File: config.mk
export PLATFORM = sky130hd
export DESIGN_NAME = serial_sub_n
export DESIGN_NICKNAME = d
export VERILOG_FILES = /design/src/rtl/serial_sub_n.sv
export SDC_FILE = /design/constraint.sdc
export NUM_CORES = 1
export LEC_CHECK = 0
export CAP_MARGIN = 40
export CORE_UTILIZATION = 50
export DETAILED_ROUTE_END_ITERATION = 6
export HOLD_SLACK_MARGIN = 0.12
export PLACE_DENSITY = 0.77
export SETUP_SLACK_MARGIN = 0.02
export SKIP_CTS_REPAIR_TIMING = 1
export SLEW_MARGIN = 25
export SYNTH_ARGS = -nofsm -noshare
export SYNTH_HDL_FRONTEND = slang
export SYNTH_SLANG_ARGS = --single-unit
File: constraint.sdc
create_clock -name clk -period 3.2 [get_ports clk]
set_clock_uncertainty 0.2 [all_clocks]
set_input_delay 0.48 -clock clk [delete_from_list [all_inputs] [get_ports clk]]
set_output_delay 0.48 -clock clk [all_outputs]
set_load 0.05 [all_outputs]
File: src/rtl/serial_sub_n.sv
// Bit-serial subtractor: Y = A - B - borw_in, one bit per clock, LSB first.
// A single full-subtractor cell with a registered borrow walks the operand shift registers.
module serial_sub_n #(
    parameter int WIDTH = 8
) (
    input  logic             clk,
    input  logic             rst_n,
    input  logic             start,
    input  logic [WIDTH-1:0] A,
    input  logic [WIDTH-1:0] B,
    input  logic             borw_in,
    output logic [WIDTH-1:0] Y,
    output logic             borw_out,
    output logic             ovf,
    output logic             busy,
    output logic             done
);
    localparam int CNT_W = $clog2(WIDTH + 1);

    typedef enum logic [1:0] {IDLE, RUN, DONE} state_t;

    state_t           state_q, state_d;
    logic [WIDTH-1:0] a_sr_q, a_sr_d;
    logic [WIDTH-1:0] b_sr_q, b_sr_d;
    logic [WIDTH-1:0] res_sr_q, res_sr_d;
    logic [WIDTH-1:0] y_q, y_d;
    logic [CNT_W-1:0] cnt_q, cnt_d;
    logic             br_q, br_d;
    logic             a_msb_q, a_msb_d;
    logic             b_msb_q, b_msb_d;
    logic             borw_q, borw_d;
    logic             ovf_q, ovf_d;

    logic             bit_a, bit_b, diff, br_nxt, last;
    logic [WIDTH-1:0] res_shift;

    // Full-subtractor cell
    assign bit_a  = a_sr_q[0];
    assign bit_b  = b_sr_q[0];
    assign diff   = bit_a ^ bit_b ^ br_q;
    assign br_nxt = (~bit_a & bit_b) | (~(bit_a ^ bit_b) & br_q);
    assign last   = (cnt_q == CNT_W'(WIDTH - 1));

    // Result enters at the MSB so the final word is aligned after WIDTH shifts
    generate
        if (WIDTH == 1) begin : g_res_w1
            assign res_shift = diff;
        end else begin : g_res_wn
            assign res_shift = {diff, res_sr_q[WIDTH-1:1]};
        end
    endgenerate

    always_ff @(posedge clk or negedge rst_n) begin
        if (!rst_n) begin
            state_q <= IDLE;
        end else begin
            state_q <= state_d;
        end
    end

    always_comb begin
        state_d = state_q;
        case (state_q)
            IDLE:    if (start) state_d = RUN;
            RUN:     if (last)  state_d = DONE;
            DONE:    state_d = IDLE;
            default: state_d = IDLE;
        endcase
    end

    always_comb begin
        busy = (state_q != IDLE);
        done = (state_q == DONE);
    end

    always_comb begin
        a_sr_d   = a_sr_q;
        b_sr_d   = b_sr_q;
        res_sr_d = res_sr_q;
        cnt_d    = cnt_q;
        br_d     = br_q;
        a_msb_d  = a_msb_q;
        b_msb_d  = b_msb_q;
        y_d      = y_q;
        borw_d   = borw_q;
        ovf_d    = ovf_q;
        case (state_q)
            IDLE: begin
                if (start) begin
                    a_sr_d   = A;
                    b_sr_d   = B;
                    br_d     = borw_in;
                    cnt_d    = '0;
                    res_sr_d = '0;
                    a_msb_d  = A[WIDTH-1];
                    b_msb_d  = B[WIDTH-1];
                end
            end
            RUN: begin
                a_sr_d   = a_sr_q >> 1;
                b_sr_d   = b_sr_q >> 1;
                res_sr_d = res_shift;
                br_d     = br_nxt;
                cnt_d    = cnt_q + CNT_W'(1);
                if (last) begin
                    y_d    = res_shift;
                    borw_d = br_nxt;
                    // diff of the last step is the result sign bit
                    ovf_d  = (a_msb_q ^ b_msb_q) & (diff ^ a_msb_q);
                end
            end
            default: ;
        endcase
    end

    always_ff @(posedge clk or negedge rst_n) begin
        if (!rst_n) begin
            a_sr_q   <= '0;
            b_sr_q   <= '0;
            res_sr_q <= '0;
            cnt_q    <= '0;
            br_q     <= 1'b0;
            a_msb_q  <= 1'b0;
            b_msb_q  <= 1'b0;
            y_q      <= '0;
            borw_q   <= 1'b0;
            ovf_q    <= 1'b0;
        end else begin
            a_sr_q   <= a_sr_d;
            b_sr_q   <= b_sr_d;
            res_sr_q <= res_sr_d;
            cnt_q    <= cnt_d;
            br_q     <= br_d;
            a_msb_q  <= a_msb_d;
            b_msb_q  <= b_msb_d;
            y_q      <= y_d;
            borw_q   <= borw_d;
            ovf_q    <= ovf_d;
        end
    end

    assign Y        = y_q;
    assign borw_out = borw_q;
    assign ovf      = ovf_q;

endmodule

Word-level counts from Yosys, hierarchy flattened
Cells that the tools add are included.

Add/subtract/negate cells: 1. Equality and inequality tests: 5. Muxes and demuxes: 13. Bitwise logic cells: 10. Reductions and logical operators: 7.

Operators with widths (count): 8-bit one-hot mux with 2 select lines (3); 8-bit 2-to-1 mux (3); 4-bit one-hot mux with 2 select lines (1); 2-bit AND reduction (4); 4-bit by 1-bit adder with 4-bit output, second input constant (1); 4-bit by 3-bit equality test with 1-bit output, second input constant (1); 2-bit 2-to-1 mux (2); 4-bit 2-to-1 mux (1); 2-bit != test, second input constant (2); 2-bit one-hot mux with 2 select lines (1); 2-bit nonzero test (2); 1-bit bitwise XOR (4); 1-bit AND (3); 2-bit by 1-bit equality test with 1-bit output, second input constant (1); 2-bit equality test, second input constant (1); 2-bit logical NOT (1); 1-bit inverter (2); 1-bit one-hot mux with 2 select lines (1); 1-bit 2-to-1 mux (1); 1-bit bitwise OR (1).

Register bits: 43. Input bits: 20. Output and inout bits: 12. Logic and storage cells: 47.

Longest topological paths before layout
Depth after elaboration: 5. Gate-level depth with buffers: 5. Depth with buffers taken out: 5.

Worst setup path after synthesis
No wires, ideal clock.

Path kind: register to output. Start: reg state_q[0]. End: out done. Data arrival time: 1.125 ns. Required time: 2.520 ns. Setup slack: 1.395 ns. Cell stages (with the launch flop): 2. Path buffers: 0. Path through: dfrtp_1 nor2b_1.

Word-level cells in the longest chain between the ends: 1.

Ends and longest elaborated chain: start: declaration (line 22) `state_t state_q, state_d;`; start signal: assignment (line 57) `state_q <= state_d;`; 2-bit equality test (line 73) `done = (state_q == DONE);`; end: declaration (line 16) `output logic done`.

No other way between the ends.

Final worst setup path
Start: reg state_q[1]. End: out busy.

Word-level cells in the longest chain between the ends: 1.

Ends and longest elaborated chain: 2-bit nonzero test (line 72) `busy = (state_q != IDLE);`; end: declaration (line 15) `output logic busy,`.

No other way between the ends.

==> out/metrics.cfg <==
[route]
wl_met2_um=1550
num_vias=1290
detail_route.wl_per_cell_um=13.3
vias_per_cell=5.27
drcViolationCount=0
highest_layer=met4
ant_nets=0
first_pass_iters=4
met1_length_um=1560
drtIter0Drc=41
drt_wl_total_um=3250
wl_met3_um=128

[logic_synthesis]
syn_nets=187
synth.avg_cell_area_um2=10.7
synth.area.top_cells=dfrtp_1 60%, nand2_1 9.0%, mux2_1 5.1%
synth_cells=165
yosysWarnings=0
yosys.area.top_type=dfrtp_1
syn_area_um2=1760
synth_top_cell_area_share_pct=59.7
synth-seq-cells=42
synth_cell_type_count=31
seq_area_frac_synth_pct=59.7

[floorplan]
die-height_um=61.3
initial_core_util_pct=52.3
fp.coreArea_um2=3360
io_pins=32
row_count=21
fp.dieArea_um2=3760
die_width_um=61.3

[timing]
relSlewSlack_pct=47.3
tightest_slew_ns=0.791
hold_violations=0
fin_ws_ns=0.702
fin_crit_ns=2.50
slew_violations=0
grt_setup_unrepaired=no
hold_slack_ns=0.291
setup_viol=0
fin_crit_sh_pct=78.1
setup_tns_ns=0
fmax_mhz=400

[worst_setup_path]
critPathBufInv=1
cpMaxStageDelayCell=clkdlybuf4s50_1
critPathCaptureType=output pin
reg2reg_to=Y[0]
criticalPathCategory=reg2out
reg2reg_from=state_q[1]
start_kind=flip-flop
rrSetupSlack_ns=1.03
worstPathArrival_ns=1.82
critical_path.top_delay_family=buffers and inverters
cp_data_required_time_ns=2.52
crit_chain=or2_2 -> clkdlybuf4s50_1
crit_fanout=7
slowest_delay_ns=0.70
r2r_cells=4

[layout]
area_delta_synth_final_pct=23.5
layout.cells.most_common_list=42 x dfrtp_1, 42 x nand2_1, 30 x clkdlybuf4s50_1
fin_util_pct=64.6
regArea_um2=1050
layout-drive-gt1-share_pct=7.04
diodes=0
nets=221
nFillCells=309
multiInputGateArea_um2=649

[clocking]
clock-sinks=42
root_buffer=clkbuf_4
clk_latency_ns=0.33
cts_tree=built
cts_max_level=2
clock_path_buffers=2
clk_pin_slew_ns=0.11
cts_buffers=5

[placed_design]
dp_hpwl_um=2310
gp_congestion=0.761
place_ws_ns=0.942
io_buffers=31

[worst_hold_path]
hold_class=reg2reg
holdPathStages=2
min_delay_worst_endpoint=a_sr_q[2]
hold_start=a_sr_q[2]

[grt]
gr-total-overflow=0
grt_pass1_vias=1177
grt_pass1_wl_um=5320
grt.total_usage_pct=20.0
antenna_found_initial=0
grt_max_degree=33

[pwr]
ir_drop_mv=0.397
p_sw_share_pct=42.1
seq_power_share_pct=43.1
p_leak_nw=1.02
comb_power_share_pct=45.8
clockPowerShare_pct=11.1
p_int_mw=1.23
p_sw_mw=0.897
powerDensity_nw_per_um2=981

[run_status]
status=completed

[job]
maxCapViolations=0

## flip-flops by register name (all words and copies together) (netlist names)
signal	cells
ovf	1
res_sr_q	7
br_q	1
Y	8
b_sr_q	8
a_msb_q	1
state_q	2
a_sr_q	8
cnt_q	4
b_msb_q	1
borw_out	1
## through the flow
| step | area, um2 | total power, mW | instances |
|---|---|---|---|
| after CTS | 2160 | 2.15 | 244 |
| after global placement | 2100 | 1.86 | 236 |
| after global routing | 2170 | 2.30 | 245 |
| final | 2170 | 2.13 | 245 |
| after floorplan | 1760 | 1.62 | 165 |
| after detailed placement | 2120 | 1.91 | 237 |
## per-layer routing
| layer | global-route usage [%] | up-vias |
|---|---|---|
| met5 | 0 | - |
| met4 | 5.84 | 0 |
| met3 | 6.30 | 2 |
| met2 | 33.1 | 34 |
| met1 | 25.4 | 624 |
| li1 | - | 630 |
## how the worst max path moves through the flow
stage | from | cells past startpoint | to | slack (ns)
detailed placement | start | 4 | b_sr_q[4] | 0.94
global route | state_q[1] | 2 | busy | 0.62
CTS | state_q[1] | 2 | busy | 0.68
global placement | start | 4 | b_sr_q[4] | 0.99
floorplan | state_q[0] | 1 | done | 1.39
finish | state_q[1] | 2 | busy | 0.70
## cell type report
cell class | count | share of cell area [%]
tap | 46 | 2.65
multi-input combinational | 111 | 29.9
clock buffer | 7 | 2.07
timing repair buffer | 36 | 16.5
sequential | 42 | 48.4
inverter | 3 | 0.518
## kinds of logic after synthesis
logic type,synth area share [%]
mux,6.90
fa+ha+maj,1.85
simple gates,19.8
compound gates,8.39
flops,59.7
buf+inv,3.34
## power groups by stage
stage               clock [mW]  combinational, mW  sequential, mW
floorplan                    0              0.529            1.09
global placement             0              0.947           0.912
detailed placement           0              0.985           0.928
CTS                      0.244              0.984           0.918
global route             0.270               1.08           0.950
finish                   0.237              0.975           0.919
## Yosys cell counts
cell	n
dfrtp_1	42
nand2_1	42
mux2_1	8
nand3_1	8
nor2_1	8
o22ai_1	8
nor3_1	7
a22oi_1	6
buf_2	5
clkbuf_1	3
inv_1	3
o21ai_0	3
mux2i_1	2
nand2b_1	2
o21bai_1	2
a21o_1	1
a21oi_1	1
a221o_1	1
and2b_1	1
buf_6	1
fa_1	1
ha_1	1
mux2_2	1
nand3b_1	1
nand4_1	1
nor2b_1	1
nor3_2	1
nor3b_1	1
nor3b_2	1
or2_2	1
or3b_1	1
## worst reg2reg max path: stages, from the launching register on
cell and delay, ns:
dfrtp_1 0.46, nand2b_1 0.54, nor3_2 0.29, buf_4 0.23, mux2_2 0.35
Power figures use the tool's default switching activity.
